--- config.mk ---
export PLATFORM = sky130hd
export DESIGN_NAME = icache
export DESIGN_NICKNAME = d
export VERILOG_FILES = /design/src/rtl/icache.sv
export SDC_FILE = /design/constraint.sdc
export NUM_CORES = 1
export LEC_CHECK = 0
export BUFFER_PORTS_ARGS = -buffer_cell sky130_fd_sc_hd__buf_2
export CORE_MARGIN = 8
export CORE_UTILIZATION = 25
export CTS_CLUSTER_SIZE = 10
export DETAILED_ROUTE_END_ITERATION = 10
export HOLD_SLACK_MARGIN = 0.08
export PLACE_DENSITY = 0.5
export SYNTH_ARGS = -nofsm -noshare
export SYNTH_HDL_FRONTEND = slang
export SYNTH_SLANG_ARGS = --single-unit
--- constraint.sdc ---
create_clock -name CLK -period 6.84 [get_ports CLK]
set_clock_uncertainty 0.15 [all_clocks]
set_input_delay 0.342 -clock CLK [delete_from_list [all_inputs] [get_ports CLK]]
set_output_delay 0.342 -clock CLK [all_outputs]
set_load 0.02 [all_outputs]
--- src/rtl/icache.sv ---
// Direct-mapped, one-word-per-frame instruction cache with a blocking
// single-outstanding-miss refill from instruction memory.
module icache #(
  parameter int SETS = 16
) (
  input  logic        CLK,
  input  logic        RST,
  input  logic        imemREN,
  input  logic [31:0] imemaddr,
  output logic        ihit,
  output logic [31:0] imemload,
  output logic        iREN,
  output logic [31:0] iaddr,
  input  logic        iwait,
  input  logic [31:0] iload
);

  localparam int IW = $clog2(SETS);
  localparam int TW = 30 - IW;

  typedef enum logic {
    IDLE,
    FETCH
  } state_t;

  state_t           state_q, state_d;
  logic [31:0]      fetch_addr_q, fetch_addr_d;

  logic             valid_q [SETS];
  logic [TW-1:0]    tag_q   [SETS];
  logic [31:0]      data_q  [SETS];

  logic [IW-1:0]    req_idx, fetch_idx;
  logic [TW-1:0]    req_tag, fetch_tag;
  logic             hit, fill;
  logic [SETS-1:0]  frame_we;

  assign req_idx   = imemaddr[IW+1:2];
  assign req_tag   = imemaddr[31:IW+2];
  assign fetch_idx = fetch_addr_q[IW+1:2];
  assign fetch_tag = fetch_addr_q[31:IW+2];

  assign hit  = (state_q == IDLE) && imemREN && valid_q[req_idx] &&
                (tag_q[req_idx] == req_tag);
  assign fill = (state_q == FETCH) && !iwait;

  genvar gi;
  generate
    for (gi = 0; gi < SETS; gi++) begin : g_we
      assign frame_we[gi] = fill && (fetch_idx == IW'(gi));
    end
  endgenerate

  // Reset takes priority over a completing fill, so a refill caught by
  // reset never lands in the array.
  always_ff @(posedge CLK) begin
    if (RST) begin
      for (int i = 0; i < SETS; i++) begin
        valid_q[i] <= 1'b0;
      end
    end else begin
      for (int i = 0; i < SETS; i++) begin
        if (frame_we[i]) begin
          valid_q[i] <= 1'b1;
          tag_q[i]   <= fetch_tag;
          data_q[i]  <= iload;
        end
      end
    end
  end

  always_ff @(posedge CLK) begin
    if (RST) begin
      state_q      <= IDLE;
      fetch_addr_q <= '0;
    end else begin
      state_q      <= state_d;
      fetch_addr_q <= fetch_addr_d;
    end
  end

  // The fetch address is frozen for the whole miss; datapath address changes
  // during FETCH are only looked at again once back in IDLE.
  always_comb begin
    state_d      = state_q;
    fetch_addr_d = fetch_addr_q;
    ihit         = 1'b0;
    imemload     = '0;
    iREN         = 1'b0;
    iaddr        = '0;
    case (state_q)
      IDLE: begin
        if (hit) begin
          ihit     = 1'b1;
          imemload = data_q[req_idx];
        end else if (imemREN) begin
          fetch_addr_d = imemaddr;
          state_d      = FETCH;
        end
      end
      FETCH: begin
        iREN  = 1'b1;
        iaddr = fetch_addr_q;
        if (!iwait) begin
          state_d = IDLE;
        end
      end
      default: state_d = IDLE;
    endcase
  end

endmodule

# [Word level (Yosys, flattened, before mapping)]
# Memories as Yosys holds them, arrays and structs flattened.
# Index checks and enable logic that the tools add are counted.
[word_totals] out_inout_bits=66 n_memories=3 register_bits=33 elab_cells=258 in_bits=68 ramBits=944
[mem_list] memory="data_q" words=16 word_bits=32 read_ports=1 rd_clocked_by_memory_dff=0 wr=1 line="31" source="logic [31:0] data_q [SETS];"
[mem_list] memory="tag_q" words=16 word_bits=26 read_ports=1 rd_clocked_by_memory_dff=0 wr=1 line="30" source="logic [TW-1:0] tag_q [SETS];"
[mem_list] memory="valid_q" words=16 word_bits=1 read_ports=1 rd_clocked_by_memory_dff=0 wr=16 line="29" source="logic valid_q [SETS];"
[op_classes] muxes=166 n_reduce_logical=53 bitwise_logic=18 n_eq_ne=16
[ops] operator="2-to-1 mux 32 bit" n=18
[ops] operator="OR reduction 32 bit" n=15
[ops] operator="2-to-1 mux 26 bit" n=15
[ops] operator="OR reduction 26 bit" n=15
[ops] operator="2-to-1 mux 4 bit" n=30
[ops] operator="2-to-1 mux 1 bit" n=102
[ops] operator="== test 4 bit (second input constant)" n=8
[ops] operator="== test 26 bit" n=1
[ops] operator="logical AND 1 bit" n=20
[ops] operator="== test 4 x 3 -> 1 bit (second input constant)" n=4
[ops] operator="bitwise OR 1 bit" n=16
[ops] operator="== test 4 x 2 -> 1 bit (second input constant)" n=2
[ops] operator="== test 4 x 1 -> 1 bit (second input constant)" n=1
[ops] operator="logical NOT 4 bit" n=1
[ops] operator="AND reduction 3 bit" n=1
[ops] operator="NOT 1 bit" n=2
[ops] operator="one-hot mux 1 bit (2 select lines)" n=1
[ops] operator="logical NOT 1 bit" n=1

# [Depth between registers and ports, before layout]
# Gate-level depths: netlist (run 1).
[depth] depth_word=22 ltp_mapped=15 ltp_nobuf=8

# [Worst setup path after synthesis (run 1)]
# Ideal clock, no wire load.
[synth_path] kind="input to register" start="in RST" end="mem valid_q[9], data pin" slack_ps=2297 stages=6 path_buffers=3 t_required_ps=5997 setup_ps=693 t_arrival_ps=3700 cell_sequence="clkbuf_1 inv_1 clkbuf_1 clkbuf_1 nand2_1 nor2_1"
[synth_lines] item="start, declared" line="7" source="input logic RST,"
[synth_lines] item="end, declared" line="29"

# [Final worst setup path (run 1)]
[layout_path] start="in imemaddr[3]" end="out imemload[15]"
[layout_between] elab_chain_len=5 word_cells_on_any_way=8 classes_between="1 x eq/ne; 2 x mux; 2 x reduce/logical; 3 x memory"
[layout_lines] item="start, declared" line="9" source="input logic [31:0] imemaddr,"
[layout_lines] item="memory read (16 x 26 bit) / memory read (16 x 1 bit) (equally long branches)"
[layout_lines] item="== test 26 bit / logical AND 1 bit (equally long branches)" line="44, 43"
[layout_lines] item="logical AND 1 bit" line="43" source="assign hit = (state_q == IDLE) && imemREN && valid_q[req_idx] &&"
[layout_lines] item="2-to-1 mux 32 bit (*)" line="93" source="if (hit) begin"
[layout_lines] item="2-to-1 mux 32 bit (*)" line="91" source="case (state_q)"
[layout_lines] item="end, declared" line="11" source="output logic [31:0] imemload,"
# Mark *: on every way between the ends. The rest lies on a longest branch, timed or not.

==> impl_metrics.tcl, run 1 <==
set metrics [dict create \
    drt_iter0_markers 1569 \
    drv_slew 0 \
    drcViolationCount 0 \
    cellPowerDensity_mw_per_mm2 275 \
    maxCapViolCount 0 \
    crit_type "input pin to output port" \
    worstPathCellList "buf_8, buf_4, mux4_2, a22o_1, a221oi_2, xor2_1, o2111ai_1, nor4b_1, nand4_1, buf_4, nor2b_1, buf_2" \
    cp.buffers_inverters 4 \
    fin_nets 2147 \
    ant_nets 0 \
    worst_pin_slew_ps 1200 \
    status "complete, no violations" \
    grt_pass1_wl_microns 149000 \
    cts.clk_slew.worst_paths_ps 60 \
    drive_above_1_share_pct 27.5 \
    firstDrtPassIters 5 \
    grt.overflow.total 0 \
    ir_worst_vdd_mv 0.191 \
    final-hold-violation-count 0 \
    synth_ff_type "edfxtp_1" \
    slew_headroom_pct 19.7 \
    ctsHtreeMaxLevel 3 \
    seq_area_frac_synth_pct 74.7 \
    ys_ff_latch 977 \
    grt_util_all_layers_pct 12.0 \
    row_count 144 \
    cts_tree "done" \
    synthCells 1835 \
    yosysTopAreaCellShare_pct 72.5 \
    core_sq_mm 0.154 \
    holdWs_ps 296 \
    gp_congestion 0.708 \
    path_max_fanout 59 \
    route.vias.total 19200 \
    required_ps 6350 \
    drt_wl_total_microns 103000 \
    clk_latency_ps 690 \
    p_leak_nw 14.5 \
    max_freq_mhz 207 \
    yosysMostFrequentCell "edfxtp_1" \
    rsz0062_at_grt "false" \
    cts_sinks 977 \
    crit_arrival_ps 4350 \
    num_io_pins 134 \
    dieArea_sq_mm 0.168 \
    cts_setup_buffers 0 \
    cts_buffers 108 \
    critPathTopFamily "buffers and inverters" \
    yosys_warnings 0 \
    via_per_inst 4.60 \
    wl_per_cell_microns 24.7 \
    cpMaxStageDelayCell "mux4_2" \
    period_minus_slack_ps 4840 \
    fin_tns_setup_ps 0 \
    setup_viol 0 \
    slowest_delay_ps 550 \
    portBuffers 133 \
    syn-num-nets 1903 \
    cts-root-buf "clkbuf_16" \
    crit_top_cell "buf_4" \
    dieWidth_microns 409 \
    mappedNetlistArea_sq_mm 0.0387 \
    post-route-period-util_pct 70.7 \
    start_util_pct 25.2 \
    die_h_microns 409 \
    placed_area_sq_mm 0.0419 \
    fin_area_sq_mm 0.0455 \
    grt_max_degree 115 \
    cp-start-kind "input pin" \
    avgSynthCellArea_sq_um 21.1 \
    synth_edf_count 935 \
    first_global_vias 20500 \
    synth_cell_types 57 \
    n_fill_cell 15100 \
    hpwl_microns 58400 \
    synthTopCellsByArea "edfxtp_1 (73%), mux4_2 (15%), dfxtp_1 (2.2%)" \
    grt_antenna_before_repair 14 \
    area_growth_pct 17.6 \
    cts_max_path_buffers 3 \
    synth_top_cells_by_count "edfxtp_1 (935), mux4_2 (250), nand3_1 (50)" \
    min_path_type "register to register" \
    end_kind "output port" \
    async_flop_share_pct 0 \
    yosysTopAreaCell "edfxtp_1" \
]
[through the flow]
stage	power, mW	std cells	setup WS, ps	utilization [%]
finish	12.5	4180	2000	29.6
detailed placement	7.50	3948	1990	27.2
floorplan	7.23	1835	2300	-
global route	12.9	4177	1750	29.6
CTS	12.7	4175	1980	29.6
global placement	7.48	3948	2050	27.2
[per-layer routing]
metal / global-route usage (%) / vias up / wire [microns]
met3: 1.49 / 150 / 4220
met1: 15.1 / 10400 / 42700
met4: 3.52 / 8 / 2310
li1: - / 8173 / -
met5: 0 / - / 53
met2: 21.6 / 490 / 53800
[cell type report]
class | count | area, sq um | share of cell area [%]
Multi-Input combinational cell | 736 | 9270 | 20.4
Sequential cell | 977 | 28900 | 63.5
Tap cell | 2044 | 2560 | 5.62
Timing Repair Buffer | 249 | 1750 | 3.85
Antenna cell | 5 | 12.5 | 0.0275
Clock inverter | 6 | 60.1 | 0.132
Inverter | 7 | 28.8 | 0.0632
Clock buffer | 156 | 2910 | 6.40
[cell families after synthesis]
group           share of synthesized area (%)
buf+inv                                  1.71
flops                                    74.7
xor+xnor                                0.566
mux                                      16.6
simple gates                             4.67
compound gates                           1.72
[placed cells by master (no fill, tap or decap), types with 4 or more instances in the layout]
master,instances
nand2_1,23
o21ai_0,5
buf_2,130
and2_1,34
a21o_1,9
nor2b_1,39
edfxtp_1,935
o22ai_1,4
dfxtp_1,42
clkbuf_1,46
inv_6,4
nor2_4,16
nor3b_1,4
buf_4,49
nor4_1,5
diode_2,5
mux4_1,10
dlygate4sd3_1,65
a22oi_1,8
and3_1,29
xor2_1,9
clkbuf_16,109
mux4_2,250
mux2_2,9
inv_1,5
nand4_1,35
nand2b_1,40
nand3_1,50
nor2_1,10
nor3_1,13
a32oi_1,32
xnor2_1,16
mux2i_1,44
[final timing paths]
| path | start | to | slack (ps) | cells after the start |
|---|---|---|---|---|
| max | imemaddr[3] | imemload[15] | 2000 | 12 |
| max reg2reg | tag_q[14][0] | state_q | 2990 | 9 |
| min | valid_q[6] | valid_q[6] | 300 | 1 |
| min reg2reg | valid_q[6] | valid_q[6] | 300 | 1 |
[worst register-to-register path: stages, from the launching register on]
cell and delay (ps):
edfxtp_1 360, mux4_2 480, mux2i_1 160, mux2_2 350, o32ai_1 720, o211ai_1 270, nor4_4 200, buf_4 570
a211oi_1 230, a31o_2 260
[power breakdown]
| part | switching, mW | leakage (nW) | internal, mW |
|---|---|---|---|
| clock | 2.20 | 1.44 | 2.90 |
| combinational | 0.375 | 4.25 | 0.281 |
| sequential | 0.0982 | 8.86 | 6.64 |
| total | 2.67 | 14.5 | 9.83 |
[registers in the layout (all words and copies together) (netlist names)]
register and count:
state_q 1, valid_q 16, tag_q 416, data_q 512
fetch_addr_q 32
[timing repair]
item | CTS | global route
resized for setup | 0 | 0
endpoints found under the hold margin | 544 | 0
endpoints found under the setup margin | 0 | 0
hold buffers | 65 | 0
Note: power is estimated with default switching activity, not from simulation.
==> inputs of run 2 (changes only) <==
ABC_AREA = 1   (was unset)
PLACE_DENSITY = 0.51   (was 0.5)
clock period = 4.1 ns   (was 6.84 ns; I/O delays follow)
==> run 2 against run 1 <==
Compared with the run above: synthesized cell count grew 86%; count of clock-buffer cells in the layout is the same; global-route usage grew 1.5 points; sequential share of layout area fell by 2.0 points; combinational power up 100%; via count is 39% higher; largest cell class unchanged; highest routed layer unchanged.
==> impl_metrics.tcl, run 2 <==
set metrics [dict create \
    status "complete, no violations" \
    post-route-period-util_pct 92.8 \
    grt.overflow.total 0 \
    die_h_microns 416 \
    via_per_inst 4.67 \
    required_ps 3740 \
    slew_headroom_pct 31.9 \
    dieWidth_microns 416 \
    path_depth 16 \
    largest_register_ffs 512 \
    core_sq_mm 0.160 \
    r2r-end "state_q" \
    crit_type "input pin to output port" \
    start_util_pct 25.0 \
    ys_ff_latch 977 \
    yosysTopAreaCell "edfxtp_1" \
    synthTopCellsByArea "edfxtp_1 (70%), nand2_1 (8.5%), nand3_1 (3.7%)" \
    grt_antenna_before_repair 13 \
    placed_cells 5485 \
    crit_arrival_ps 3450 \
    comb_power_share_pct 6.2 \
    cp.buffers_inverters 6 \
    path_max_fanout 61 \
    finalNonFillerCells 5718 \
    cts_tree "done" \
    p_leak_nw 17.1 \
    area_growth_pct 17.4 \
    worstPathCellList "dlygate4sd3_1, clkbuf_8, inv_12, buf_12, nand3_1, nand3_1, nand3_1, nand3_1, o21ai_0, nor3_1, nand3_1, nor2_1, nand2_2, buf_4, nor2_1, buf_2" \
    min_path_type "input pin to register" \
    firstDrtPassIters 5 \
    final-hold-violation-count 0 \
    grt_util_all_layers_pct 13.5 \
    period_minus_slack_ps 3810 \
    timing.rr.start "tag_q[0][0]" \
    cts_max_path_buffers 3 \
    gp_congestion 0.778 \
    grt_pass1_wl_microns 177000 \
    p_int_mw 16.4 \
    crit_top_cell "nand3_1" \
    first_global_vias 25800 \
    yosysTopAreaCellShare_pct 70.1 \
    portBuffers 133 \
    drv_slew 0 \
    critPathTopFamily "buffers and inverters" \
    ir_worst_vdd_mv 0.316 \
    clkPwrFrac_pct 41.4 \
    seq_area_frac_synth_pct 72.2 \
    yosys_warnings 0 \
    synth_edf_count 935 \
    setup_viol 0 \
    drcViolationCount 0 \
    cellPowerDensity_mw_per_mm2 453 \
    largest_register "data_q" \
    async_flop_share_pct 0 \
    worst_pin_slew_ps 1020 \
    end_kind "output port" \
    rrSetupSlack_ps 1030 \
    synth_cell_types 27 \
    hold_start "imemaddr[0]" \
    cts-root-buf "clkbuf_16" \
    dp_slack_ps 584 \
    ctsHtreeMaxLevel 3 \
    route.vias.total 26700 \
    swShare_pct 23.0 \
    top_regs "data_q (512), tag_q (416), fetch_addr_q (32)" \
    clk_latency_ps 710 \
    dieArea_sq_mm 0.173 \
    yosysMostFrequentCell "edfxtp_1" \
    row_count 147 \
    worstHoldPathCells 6 \
    num_io_pins 134 \
    cp-start-kind "input pin" \
    drt_iter0_markers 2465 \
    slowest_delay_ps 550 \
    setup_ws_ps 294 \
    seqPwrFrac_pct 52.4 \
    ant_nets 0 \
    hpwl_microns 63900 \
    max_freq_mhz 263 \
    drt_wl_total_microns 122000 \
    cpMaxStageDelayCell "dlygate4sd3_1" \
    reg2reg_depth 17 \
    cts.clk_slew.worst_paths_ps 60 \
    synthCells 3413 \
    holdPathEnd "fetch_addr_q[0]" \
    final_common_cell "edfxtp_1" \
    cts_sinks 977 \
    grt_max_degree 103 \
    switchingPower_mw 4.90 \
    synth_top_cells_by_count "edfxtp_1 (935), nand2_1 (909), nand3_1 (296)" \
    maxCapViolCount 0 \
    rsz0062_at_grt "false" \
    fin_nets 3644 \
    drive_above_1_share_pct 9.75 \
    mappedNetlistArea_sq_mm 0.0400 \
    avgSynthCellArea_sq_um 11.7 \
    syn-num-nets 3481 \
    final_cell_mix "edfxtp_1 (935), nand2_1 (907), nand3_1 (296)" \
    synth_ff_type "edfxtp_1" \
    wl_per_cell_microns 21.3 \
    cts_buffers 109 \
]
## run 2: layout make-up
type / count / area, sq um
antenna: 3 / 7.51
clock buffer: 156 / 2940
clock inverter: 8 / 141
fill: 16200 / 113000
inverter: 224 / 877
multi-input combinational: 1990 / 9370
sequential: 977 / 28900
tap: 2086 / 2610
timing repair buffer: 274 / 2150
## run 2: worst max path at each step
stage | startpoint | end | slack (ps)
after floorplan | state_q | data_q[0][0] | -230
after global placement | imemaddr[2] | imemload[18] | 620
after detailed placement | imemaddr[2] | imemload[21] | 580
after CTS | imemaddr[3] | imemload[1] | 200
after global routing | imemaddr[3] | imemload[3] | 4
final | imemaddr[3] | imemload[27] | 290
## run 2: stage by stage
step / cell area, sq um / TNS [ps] / hold slack (ps) / util, % / total power [mW]
final: 47000 / 0 / 206 / 29.4 / 21.3
after global routing: 47000 / 0 / 216 / 29.4 / 22.0
after CTS: 47000 / 0 / 155 / 29.4 / 21.5
after detailed placement: 43200 / 0 / 304 / 27.1 / 12.6
after global placement: 43200 / 0 / 293 / 27.1 / 12.6
after floorplan: 40100 / -40500 / 154 / - / 12.1
## run 2: timing repair
action,4_1_cts,5_1_grt
gates resized for setup,0,3
endpoints found under the hold margin,555,0
hold buffers,66,0
setup endpoints to repair,0,6
buffers inserted,0,0
## run 2: worst register-to-register path, delay by kind of cell, from the launching register on
kind            cells  cell delay, ps
flops               1             340
compound gates      1              60
simple gates       13            1430
buf+inv             3             960
## run 2: power by group through the flow
| stage | registers (mW) | logic [mW] | clock network [mW] |
|---|---|---|---|
| after floorplan | 11.3 | 0.777 | 0 |
| after global placement | 11.4 | 1.27 | 0 |
| after detailed placement | 11.4 | 1.27 | 0 |
| after CTS | 11.1 | 1.34 | 9.04 |
| after global routing | 11.2 | 1.46 | 9.40 |
| final | 11.1 | 1.32 | 8.82 |
## run 2: kinds of logic (layout without fill, tap and decap cells)
| group | count (synthesis) | after routing | synth area share, % |
|---|---|---|---|
| AND/OR/NAND/NOR | 1436 | 1436 | 14.4 |
| buffers and inverters | 446 | 662 | 4.69 |
| other | 0 | 3 | 0 |
| flip-flops | 977 | 977 | 72.2 |
| AO/OA/AOI/OAI | 554 | 554 | 8.62 |
## run 2: routing by layer
metal | routed length (microns) | vias up | share of wire (%) | GRT usage, %
li1 | - | 12400 | - | -
met1 | 55000 | 13300 | 45 | 18.7
met2 | 57400 | 802 | 47 | 22.0
met3 | 6470 | 202 | 5.3 | 2.20
met4 | 3090 | 4 | 2.5 | 3.70
met5 | 25 | - | 0.020 | 0
